===== src/rtl/dpi_stream_ctx_counter.sv =====
// dpi_stream_ctx_counter: per-stream DFA context save/restore with speculative match commit and saturating counts.
// Define DPI_PER_STREAM_CNT_EN to add the per-stream count RAM and rd_count readback.
module dpi_stream_ctx_counter #(
  parameter int STATE_W = 11,
  parameter int SID_W = 6,
  parameter int CNT_W = 16
) (
  input  logic clk,
  input  logic rst_n,
  input  logic load_state,
  input  logic new_stream_id,
  input  logic [SID_W-1:0] stream_id,
  input  logic enable,
  input  logic eop,
  input  logic [STATE_W-1:0] eng_state_out,
  input  logic eng_accept,
  output logic [STATE_W-1:0] eng_state_in,
  output logic eng_state_in_vld,
  output logic fired,
  output logic [CNT_W-1:0] count,
  output logic proto_err,
  input  logic [SID_W-1:0] rd_sid,
  output logic [CNT_W-1:0] rd_count
);
  localparam int DEPTH = 2**SID_W;
  typedef enum logic {IDLE, ACTIVE} state_t;
  state_t state, state_nxt;
  logic [SID_W-1:0] cur_sid;
  logic [DEPTH-1:0] valid;
  logic [STATE_W-1:0] ctx_mem [DEPTH];
  logic active, commit, drop, err_set, fired_eff, fwd;
  logic [STATE_W-1:0] load_val;
  always_ff @(posedge clk) state <= !rst_n ? IDLE : state_nxt;
  always_comb state_nxt = load_state ? ACTIVE : (state == ACTIVE && eop) ? IDLE : state;
  // A commit and a reload of the same stream in one edge must see the state being written.
  always_comb begin
    active = state == ACTIVE;
    fired_eff = fired | eng_accept;
    commit = active & eop & enable;
    drop = active & eop & ~enable;
    err_set = active ? load_state & ~eop : eop;
    fwd = commit && stream_id == cur_sid;
    load_val = new_stream_id ? '0 : fwd ? eng_state_out : valid[stream_id] ? ctx_mem[stream_id] : '0;
  end
  always_ff @(posedge clk) begin
    if (!rst_n) begin
      count <= '0;
      fired <= 1'b0;
      proto_err <= 1'b0;
      eng_state_in_vld <= 1'b0;
      eng_state_in <= '0;
      valid <= '0;
      cur_sid <= '0;
    end else begin
      eng_state_in_vld <= load_state;
      if (load_state) begin
        cur_sid <= stream_id;
        eng_state_in <= load_val;
      end
      fired <= (load_state || drop) ? 1'b0 : (active && eng_accept) ? 1'b1 : fired;
      if (err_set) proto_err <= 1'b1;
      if (commit && fired_eff && count != '1) count <= count + CNT_W'(1);
      if (commit) valid[cur_sid] <= 1'b1;
    end
  end
  always_ff @(posedge clk) if (rst_n && commit) ctx_mem[cur_sid] <= eng_state_out;
`ifdef DPI_PER_STREAM_CNT_EN
  logic [CNT_W-1:0] cnt_mem [DEPTH];
  logic [CNT_W-1:0] cnt_cur;
  assign cnt_cur = cnt_mem[cur_sid];
  // Entries are not reset; an invalid stream's first commit overwrites stale contents.
  always_ff @(posedge clk) begin
    if (rst_n && commit && (!valid[cur_sid] || (fired_eff && cnt_cur != '1)))
      cnt_mem[cur_sid] <= valid[cur_sid] ? cnt_cur + CNT_W'(1) : CNT_W'(fired_eff);
    rd_count <= (rst_n && valid[rd_sid]) ? cnt_mem[rd_sid] : '0;
  end
`else
  logic unused_rd_sid;
  assign unused_rd_sid = ^rd_sid;
  assign rd_count = '0;
`endif
endmodule


===== config.mk =====
export PLATFORM = sky130hd
export DESIGN_NAME = dpi_stream_ctx_counter
export DESIGN_NICKNAME = d
export VERILOG_FILES = /design/src/rtl/dpi_stream_ctx_counter.sv
export SDC_FILE = /design/constraint.sdc
export NUM_CORES = 1
export LEC_CHECK = 0
export BUFFER_PORTS_ARGS = -buffer_cell sky130_fd_sc_hd__buf_2
export CORE_ASPECT_RATIO = 0.6
export CORE_MARGIN = 3
export CORE_UTILIZATION = 25
export DETAILED_ROUTE_END_ITERATION = 8
export RECOVER_POWER = 100
export SYNTH_ARGS = -nofsm -noshare
export SYNTH_HDL_FRONTEND = slang
export SYNTH_SLANG_ARGS = --single-unit

===== constraint.sdc =====
create_clock -name clk -period 2.9 [get_ports clk]
set_input_delay 0.58 -clock clk [delete_from_list [all_inputs] [get_ports clk]]
set_output_delay 0.58 -clock clk [all_outputs]
set_load 0.1 [all_outputs]

Word level (Yosys, flattened, before mapping)
Memories as Yosys holds them, arrays and structs flattened. Index checks and enable logic that the tools add are counted.

$add $sub $neg: 1. Magnitude comparators: 3. Eq/ne operators: 2. Mux-type cells: 12. Bitwise operators: 9. Reductions and logical operators: 10.

Operators with widths (number): $or A64 B64 Y64 (1); $mux W11 (3); $add A16 B1 Y16 const B (1); $ne A16 B16 Y1 const B (1); $lt A6 B7 Y1 const B (2); $logic_and A1 B1 Y1 (7); $mux W1 (7); $bmux W1 S6 (1); $demux W1 S6 (1); $eq A6 B6 Y1 (1); $ge A6 B1 Y1 const B (1); $and A1 B1 Y1 (4); $not A1 Y1 (3); $reduce_bool A2 Y1 (1); $reduce_or A2 Y1 (1); $logic_or A1 B1 Y1 (1); $or A1 B1 Y1 (1).

Register bits: 101. Memory bits (writable): 704. Bits of input ports: 30. Output and inout bits: 46. Word-level logic and storage cells: 46. Memories kept: 1.

Memories: ctx_mem (words 64, bits a word 11, rd ports 1, clocked after memory_dff 0, wr ports 1, line 30) `logic [STATE_W-1:0] ctx_mem [DEPTH];`.

Depth between registers and ports, before layout
Gate-level depths: netlist of run 1.

Word-level depth: 5. Mapped depth: 11. Mapped depth without buffers: 7.

Least setup slack after synthesis of run 1
Ideal clock, no wire load.

Path kind: register to register. Start point: reg count[2]. End point: reg count[10]. Library setup time: 0.115 ns. Arrival time: 2.782 ns. Data required time: 2.785 ns. Setup slack: 0.003 ns. Stages on the path, launching flop included: 7. Path buffers: 0. Clock period less this slack: 2.897 ns. Cells stage by stage: dfxtp_1 > nand4_1 > or3_1 > o311ai_2 > nor4_1 > xor2_1 > and2_1.

Word-level cells in the longest chain between the ends: 2. Elaborated cells between the ends (all ways): 3. Those cells by class: 1 x add/sub; 1 x eq/ne; 1 x reduce/logical.

Ends and longest elaborated chain: start, declared (line 20) `output logic [CNT_W-1:0] count,`; start signal, assigned (line 62) `if (commit && fired_eff && count != '1) count <= count + CNT_W'(1);`; parallel branches: the longest is 2 deep, another holds $add A16 B1 Y16.

Parallel ways; which one is timed is not known. A chain may end at the register's enable or synchronous reset.

Final worst setup path of run 1
Start point: reg state, in the netlist active. End point: mem ctx_mem[45][2] (enable).

Word-level cells in the longest chain between the ends: 5.

Ends and longest elaborated chain: start, declared (line 27) `state_t state, state_nxt;`; start signal, assigned (line 33) `always_ff @(posedge clk) state <= !rst_n ? IDLE : state_nxt;`; $and A1 B1 Y1 (2 in series) (line 39) `commit = active & eop & enable;`; $logic_and A1 B1 Y1 (line 66) `always_ff @(posedge clk) if (rst_n && commit) ctx_mem[cur_sid] <= eng_state_out;`; $mux W1 (line 66); $mux W1 (implied by the code) (line 66); end, declared (line 30).

Every way passes these cells.

==> flow_metrics.tcl, run 1 <==
set metrics [dict create \
    status "finished, violations left" \
    violations "max-capacitance violations, max-slew violations" \
    die_h_um 282 \
    drc_errors 0 \
    clk_path_buf_depth 3 \
    root_buffer "clkbuf_16" \
    synth.largest_area_cell "edfxtp_1" \
    whs_endpoint "fired$_SDFFE_PP0P_" \
    internal_power_mw 17.8 \
    grtUsageTotal 0.124 \
    reg2reg_to "ctx_mem[45][2]$_DFFE_PP_" \
    avgSynthCellArea_sq_um 18.9 \
    core_area_sq_mm 0.125 \
    synthArstFlopShare 0 \
    crit_fanout 12 \
    tightestPinTransition_ns 1.91 \
    syn_inst 1676 \
    p_leak_nw 12.2 \
    clkPwrFrac 0.389 \
    place.gp.congestion 0.873 \
    swShare 0.225 \
    whs_ns 0.228 \
    synth_common_cells "704 x edfxtp_1, 155 x mux4_2, 101 x dfxtp_1, 84 x nor2_1, 74 x a21o_1" \
    postCtsResizedCells 1 \
    vdd_drop_max_mv 0.467 \
    globalRouteOverflowTotal 0 \
    setup_viol_count_final 0 \
    min_period_over_period 0.959 \
    cts_inserted_buffers 67 \
    finalClockSkew_ns 0.0309 \
    grt_pass1_vias 17100 \
    synth_area_sq_mm 0.0317 \
    cts_setup_buffers 0 \
    nFillCells 12300 \
    finalPower_mw 23.0 \
    grt.busiest_layer "met1" \
    ys_seq_area_frac 0.731 \
    first_pass_iters 6 \
    period_minus_slack_ns 2.78 \
    reg2reg_depth 5 \
    synth.top_cell.area_share 0.668 \
    hold_path_depth 3 \
    power_switching_mw 5.17 \
    io_pins 76 \
    seqCellArea_sq_mm 0.0232 \
    grt_use_met3 0.0415 \
    postCtsHoldBufs 0 \
    hold_path.class "input port to flop" \
    finalSetupTns_ns 0 \
    grt_util_met1 0.188 \
    synth-main-ff-cell "edfxtp_1" \
    synth-edff-count 704 \
    pwr-share-seq 0.549 \
    cap_violations 7 \
    start_kind "flop" \
    clock_latency_ns 0.64 \
    comb_power_share 0.062 \
    final_util 0.295 \
    post_route_cells_drive_above_1_share 0.228 \
    yosysUniqueCellTypes 59 \
    vias 17100 \
    port_buffers 53 \
    cp.arrival_ns 3.04 \
    detailed_place_hpwl_mm 53.7 \
    syn_to_final_growth_pct 16.4 \
    place_inst 3508 \
    cts_sinks 805 \
    fmaxAchievable_ghz 0.360 \
    htreeDepth 3 \
    reg2reg_slack_ns 0.12 \
    synth_area_leaders "edfxtp_1 67%, mux4_2 11%, dfxtp_1 6.4%" \
    final_max_slew_viol_count 432 \
    nets 1925 \
    multi_input_area_sq_mm 0.00774 \
    rsz0062_at_grt "false" \
    clk_pin_slew_worst_paths_ns 0.07 \
    drt-initial-drc-count 2151 \
    ant_nets 0 \
    cts_tree "yes" \
    synth_seq_cells 805 \
    antenna_found_initial 11 \
    grt_pass1_wl_mm 120 \
    wl_per_cell_um 22.7 \
    met2_usage 0.170 \
    die_x_um 465 \
    routed_via_density 4.70 \
    yosysMostFrequentCell "edfxtp_1" \
    instances_no_fill 3631 \
    hold_violations 0 \
    relSlewSlack -0.276 \
    yosys_warnings 0 \
    power.density_mw_per_mm2 624 \
    wirelength_mm 82.3 \
    required_ns 3.16 \
    start_util 0.254 \
    crit_path_end_kind "flop" \
    grt_max_degree 66 \
    die_area_sq_mm 0.131 \
    num_rows 100 \
    hp-start "eng_accept" \
    critPathKind "flop to flop" \
    r2r_start "active$_SDFFE_PN0P_" \
]
[worst max path at each step]
stage	from	to	slack (ns)	depth (start not counted)
finish	active$_SDFFE_PN0P_	ctx_mem[45][2]$_DFFE_PP_	0.12	5
global route	valid[1]$_SDFFE_PN0P_	eng_state_in[8]$_SDFFE_PN0P_	0.003	8
CTS	valid[1]$_SDFFE_PN0P_	eng_state_in[8]$_SDFFE_PN0P_	0.14	8
detailed placement	stream_id[0]	eng_state_in[8]$_SDFFE_PN0P_	-0.74	9
global placement	stream_id[0]	eng_state_in[10]$_SDFFE_PN0P_	-0.73	9
floorplan	count[2]$_SDFFE_PN0P_	count[10]$_SDFFE_PN0P_	0.003	6
[metrics by stage]
stage | worst slack [ns] | area [sq um]
after floorplan | 0.00291 | 31700
after global placement | -0.728 | 35000
after detailed placement | -0.739 | 35000
after CTS | 0.145 | 37200
after global routing | 0.00347 | 36900
final | 0.119 | 36900
[cell type report]
cell class                 instances  area share
sequential                       805       0.628
multi-input combinational        764       0.210
tap                             1683      0.0571
clock buffer                      93      0.0518
timing repair buffer             249      0.0463
clock inverter                    29     0.00557
inverter                           7    0.000713
antenna                            1   0.0000679
[routing by layer]
layer  routed length (um)  share of wire  vias to the layer above
met5                   13        0.00016                        -
met4                 1390          0.017                        2
met3                 9420           0.11                      115
met2                33600           0.41                      818
met1                37800           0.46                     8945
li1                     -              -                     7198
[flip-flops by register name, indices dropped and copies added (netlist names)]
name / count
eng_state_in_vld: 1
valid: 64
eng_state_in: 11
ctx_mem: 704
fired: 1
cur_sid: 6
count: 16
proto_err: 1
active: 1
[worst max-delay path: stages, from the launching register on]
cell and delay, ns:
dfxtp_1 0.39, and3_1 0.49, and3_1 0.30, nand2_1 0.33
nor2_1 0.22, clkbuf_1 0.68
[cell families (layout without fill, tap and decap cells)]
family | Yosys count | count (layout) | share of synthesized area
other | 1 | 17 | 0.000118
flip-flops | 805 | 805 | 0.731
multiplexers | 238 | 238 | 0.142
XOR/XNOR | 15 | 15 | 0.00415
AND/OR/NAND/NOR | 243 | 243 | 0.0385
buffers and inverters | 122 | 378 | 0.0260
adder cells (fa/ha/maj) | 1 | 1 | 0.000395
AO/OA/AOI/OAI | 251 | 251 | 0.0572
[placed cells by master, fill, tap and decap left out, types with 57 or more instances in the layout]
cell         n
nor2_1      84
mux2i_1     70
clkbuf_16   70
nor2b_1     57
clkbuf_1    78
mux4_2     155
buf_4      100
a21o_1      74
dfxtp_1    101
edfxtp_1   704
[power groups by stage]
stage / logic, mW / registers [mW] / clock network, mW
after floorplan: 0.768 / 12.9 / 0
after global placement: 1.41 / 12.9 / 0
after detailed placement: 1.44 / 12.9 / 0
after CTS: 1.44 / 12.6 / 9.17
after global routing: 1.51 / 12.6 / 9.64
final: 1.43 / 12.6 / 8.95
No activity file was read; power rests on OpenSTA's default activity.
==> run 2: changes to the inputs <==
- REMOVE_ABC_BUFFERS: not set -> 1
==> run 2 against run 1 <==
The run still ends with max-capacitance violations, max-slew violations left. Via count is 0.37% higher. Critical path depth up 4. Clock skew increased by 0.0064 ns. Sequential cell count is the same. Sequential share of layout area down 0.53 points. Maximum frequency down 1.2%. Register-to-register slack improved by 0.10 ns. Clock power up 15%. Hold slack worse by 0.016 ns. Critical endpoint is now eng_state_in[7]$_SDFFE_PN0P_. Highest routed layer is now met4.
==> flow_metrics.tcl, run 2 (synthesis gave the netlist of run 1 again) <==
set metrics [dict create \
    core_area_sq_mm 0.125 \
    fin_ws_ns 0.0847 \
    crit_fanout 22 \
    cp_cell_sequence "buf_4, buf_12, mux4_1, a2111oi_0, buf_4, nor4_1, a22oi_1, buf_4, o21ai_0" \
    reg_top3 "ctx_mem: 704 flops, valid: 64 flops, count: 16 flops" \
    ant_nets 0 \
    status "finished, violations left" \
    finalClockSkew_ns 0.0373 \
    period_minus_slack_ns 2.82 \
    antenna_found_initial 4 \
    nets 1917 \
    min_period_over_period 0.971 \
    globalRouteOverflowTotal 0 \
    cap_violations 10 \
    postCtsResizedCells 0 \
    rsz0062_at_grt "false" \
    relSlewSlack -0.807 \
    nFillCells 12300 \
    fmaxAchievable_ghz 0.355 \
    die_x_um 465 \
    cp.arrival_ns 3.34 \
    cts_tree "yes" \
    worst_path_max_delay_cell "a2111oi_0" \
    clk_pin_slew_worst_paths_ns 0.07 \
    cts_inserted_buffers 78 \
    num_rows 100 \
    violations "max-capacitance violations, max-slew violations" \
    cts_sinks 805 \
    clk_path_buf_depth 3 \
    tightestPinTransition_ns 2.71 \
    vias 17100 \
    first_pass_iters 5 \
    whs_ns 0.211 \
    final_cell_mix "704 x edfxtp_1, 155 x mux4_2, 101 x dfxtp_1, 95 x clkbuf_1, 85 x buf_4" \
    grtUsageTotal 0.124 \
    grt_max_degree 51 \
    die_h_um 282 \
    path_delay_family "buffers and inverters" \
    syn_to_final_growth_pct 17.4 \
    mostFrequentLayoutCell "edfxtp_1" \
    top_register "ctx_mem" \
    drt-initial-drc-count 2198 \
    cp_common_cell "buf_4" \
    port_buffers 53 \
    postCtsHoldBufs 0 \
    vdd_drop_max_mv 0.389 \
    place.gp.congestion 0.884 \
    final_util 0.298 \
    drc_errors 0 \
    largest_reg_flops 704 \
    p_leak_nw 12.3 \
    start_kind "input port" \
    routed_via_density 4.72 \
    seqCellArea_sq_mm 0.0232 \
    grt_pass1_vias 17000 \
    hold_path.class "input port to flop" \
    required_ns 3.42 \
    die_area_sq_mm 0.131 \
    root_buffer "clkbuf_16" \
    io_pins 76 \
    critPathMaxStageDelay_ns 0.72 \
    wirelength_mm 82.2 \
    post_route_cells_drive_above_1_share 0.218 \
    detailed_place_hpwl_mm 54.8 \
    multi_input_area_sq_mm 0.00774 \
    start_util 0.254 \
    path_buf_inv 4 \
    htreeDepth 3 \
    power.density_mw_per_mm2 653 \
    final_max_slew_viol_count 340 \
    hold_violations 0 \
    wl_per_cell_um 22.6 \
    clock_latency_ns 0.66 \
    grt_pass1_wl_mm 119 \
    cts_setup_buffers 0 \
    pre_cts_ws_ns -0.307 \
    crit_path_end_kind "flop" \
    setup_viol_count_final 0 \
    critPathKind "input port to flop" \
]
[run 2: changes by cell type in the layout (fill, tap and decap cells not counted), moves of 4 or more]
cell       previous run  this run
clkbuf_16            70        82
clkbuf_2             55        41
bufinv_16             1         7
o21ai_0               9        14
buf_4               100        85
o21ai_1              12         7
clkbuf_1             78        95
clkbuf_8              7         3
buf_2                12         7
[run 2: report_power, final]
| group | switching [mW] | internal [mW] | total, mW |
|---|---|---|---|
| logic | 0.929 | 0.470 | 1.40 |
| registers | 0.0267 | 12.6 | 12.6 |
| clock network | 4.35 | 5.90 | 10.3 |
| total | 5.31 | 19.0 | 24.3 |
[run 2: tightest hold or removal path: stages]
cell and delay, ns:
buf_2 0.09, a21oi_1 0.06, nor2_1 0.10
[run 2: final timing paths]
path	startpoint	to	slack, ns	cells past startpoint
worst max-delay path	stream_id[1]	eng_state_in[7]$_SDFFE_PN0P_	0.08	9
worst min-delay path	eng_accept	fired$_SDFFE_PP0P_	0.21	3
worst max register to register	count[3]$_SDFFE_PN0P_	count[13]$_SDFFE_PN0P_	0.22	6
worst min register to register	valid[49]$_SDFFE_PN0P_	valid[49]$_SDFFE_PN0P_	0.45	1
[run 2: layer usage]
layer  GRT usage  vias to the layer above  routed length, um
met3      0.0364                      134               8090
met1       0.187                     9067              38500
met4      0.0360                        0               2020
li1            -                     7196                  -
met5           0                        -                  0
met2       0.168                      745              33700
[run 2: through the flow]
stage	instance area, sq um	total power, mW	setup TNS (ns)	instances
after detailed placement	34900	14.3	-2.94	3489
after floorplan	30900	13.4	0	1576
after CTS	37500	24.5	0	3633
after global routing	37200	25.0	0	3633
after global placement	34900	14.2	-2.72	3489
final	37200	24.3	0	3635
[run 2: cell type report]
class | count | share of cell area
multi-input cells | 764 | 0.208
clock buffers | 104 | 0.0582
clock inverters | 40 | 0.0109
inverters | 7 | 0.000707
diodes | 2 | 0.000135
flip-flops and latches | 805 | 0.623
repair buffers | 230 | 0.0420
well taps | 1683 | 0.0567
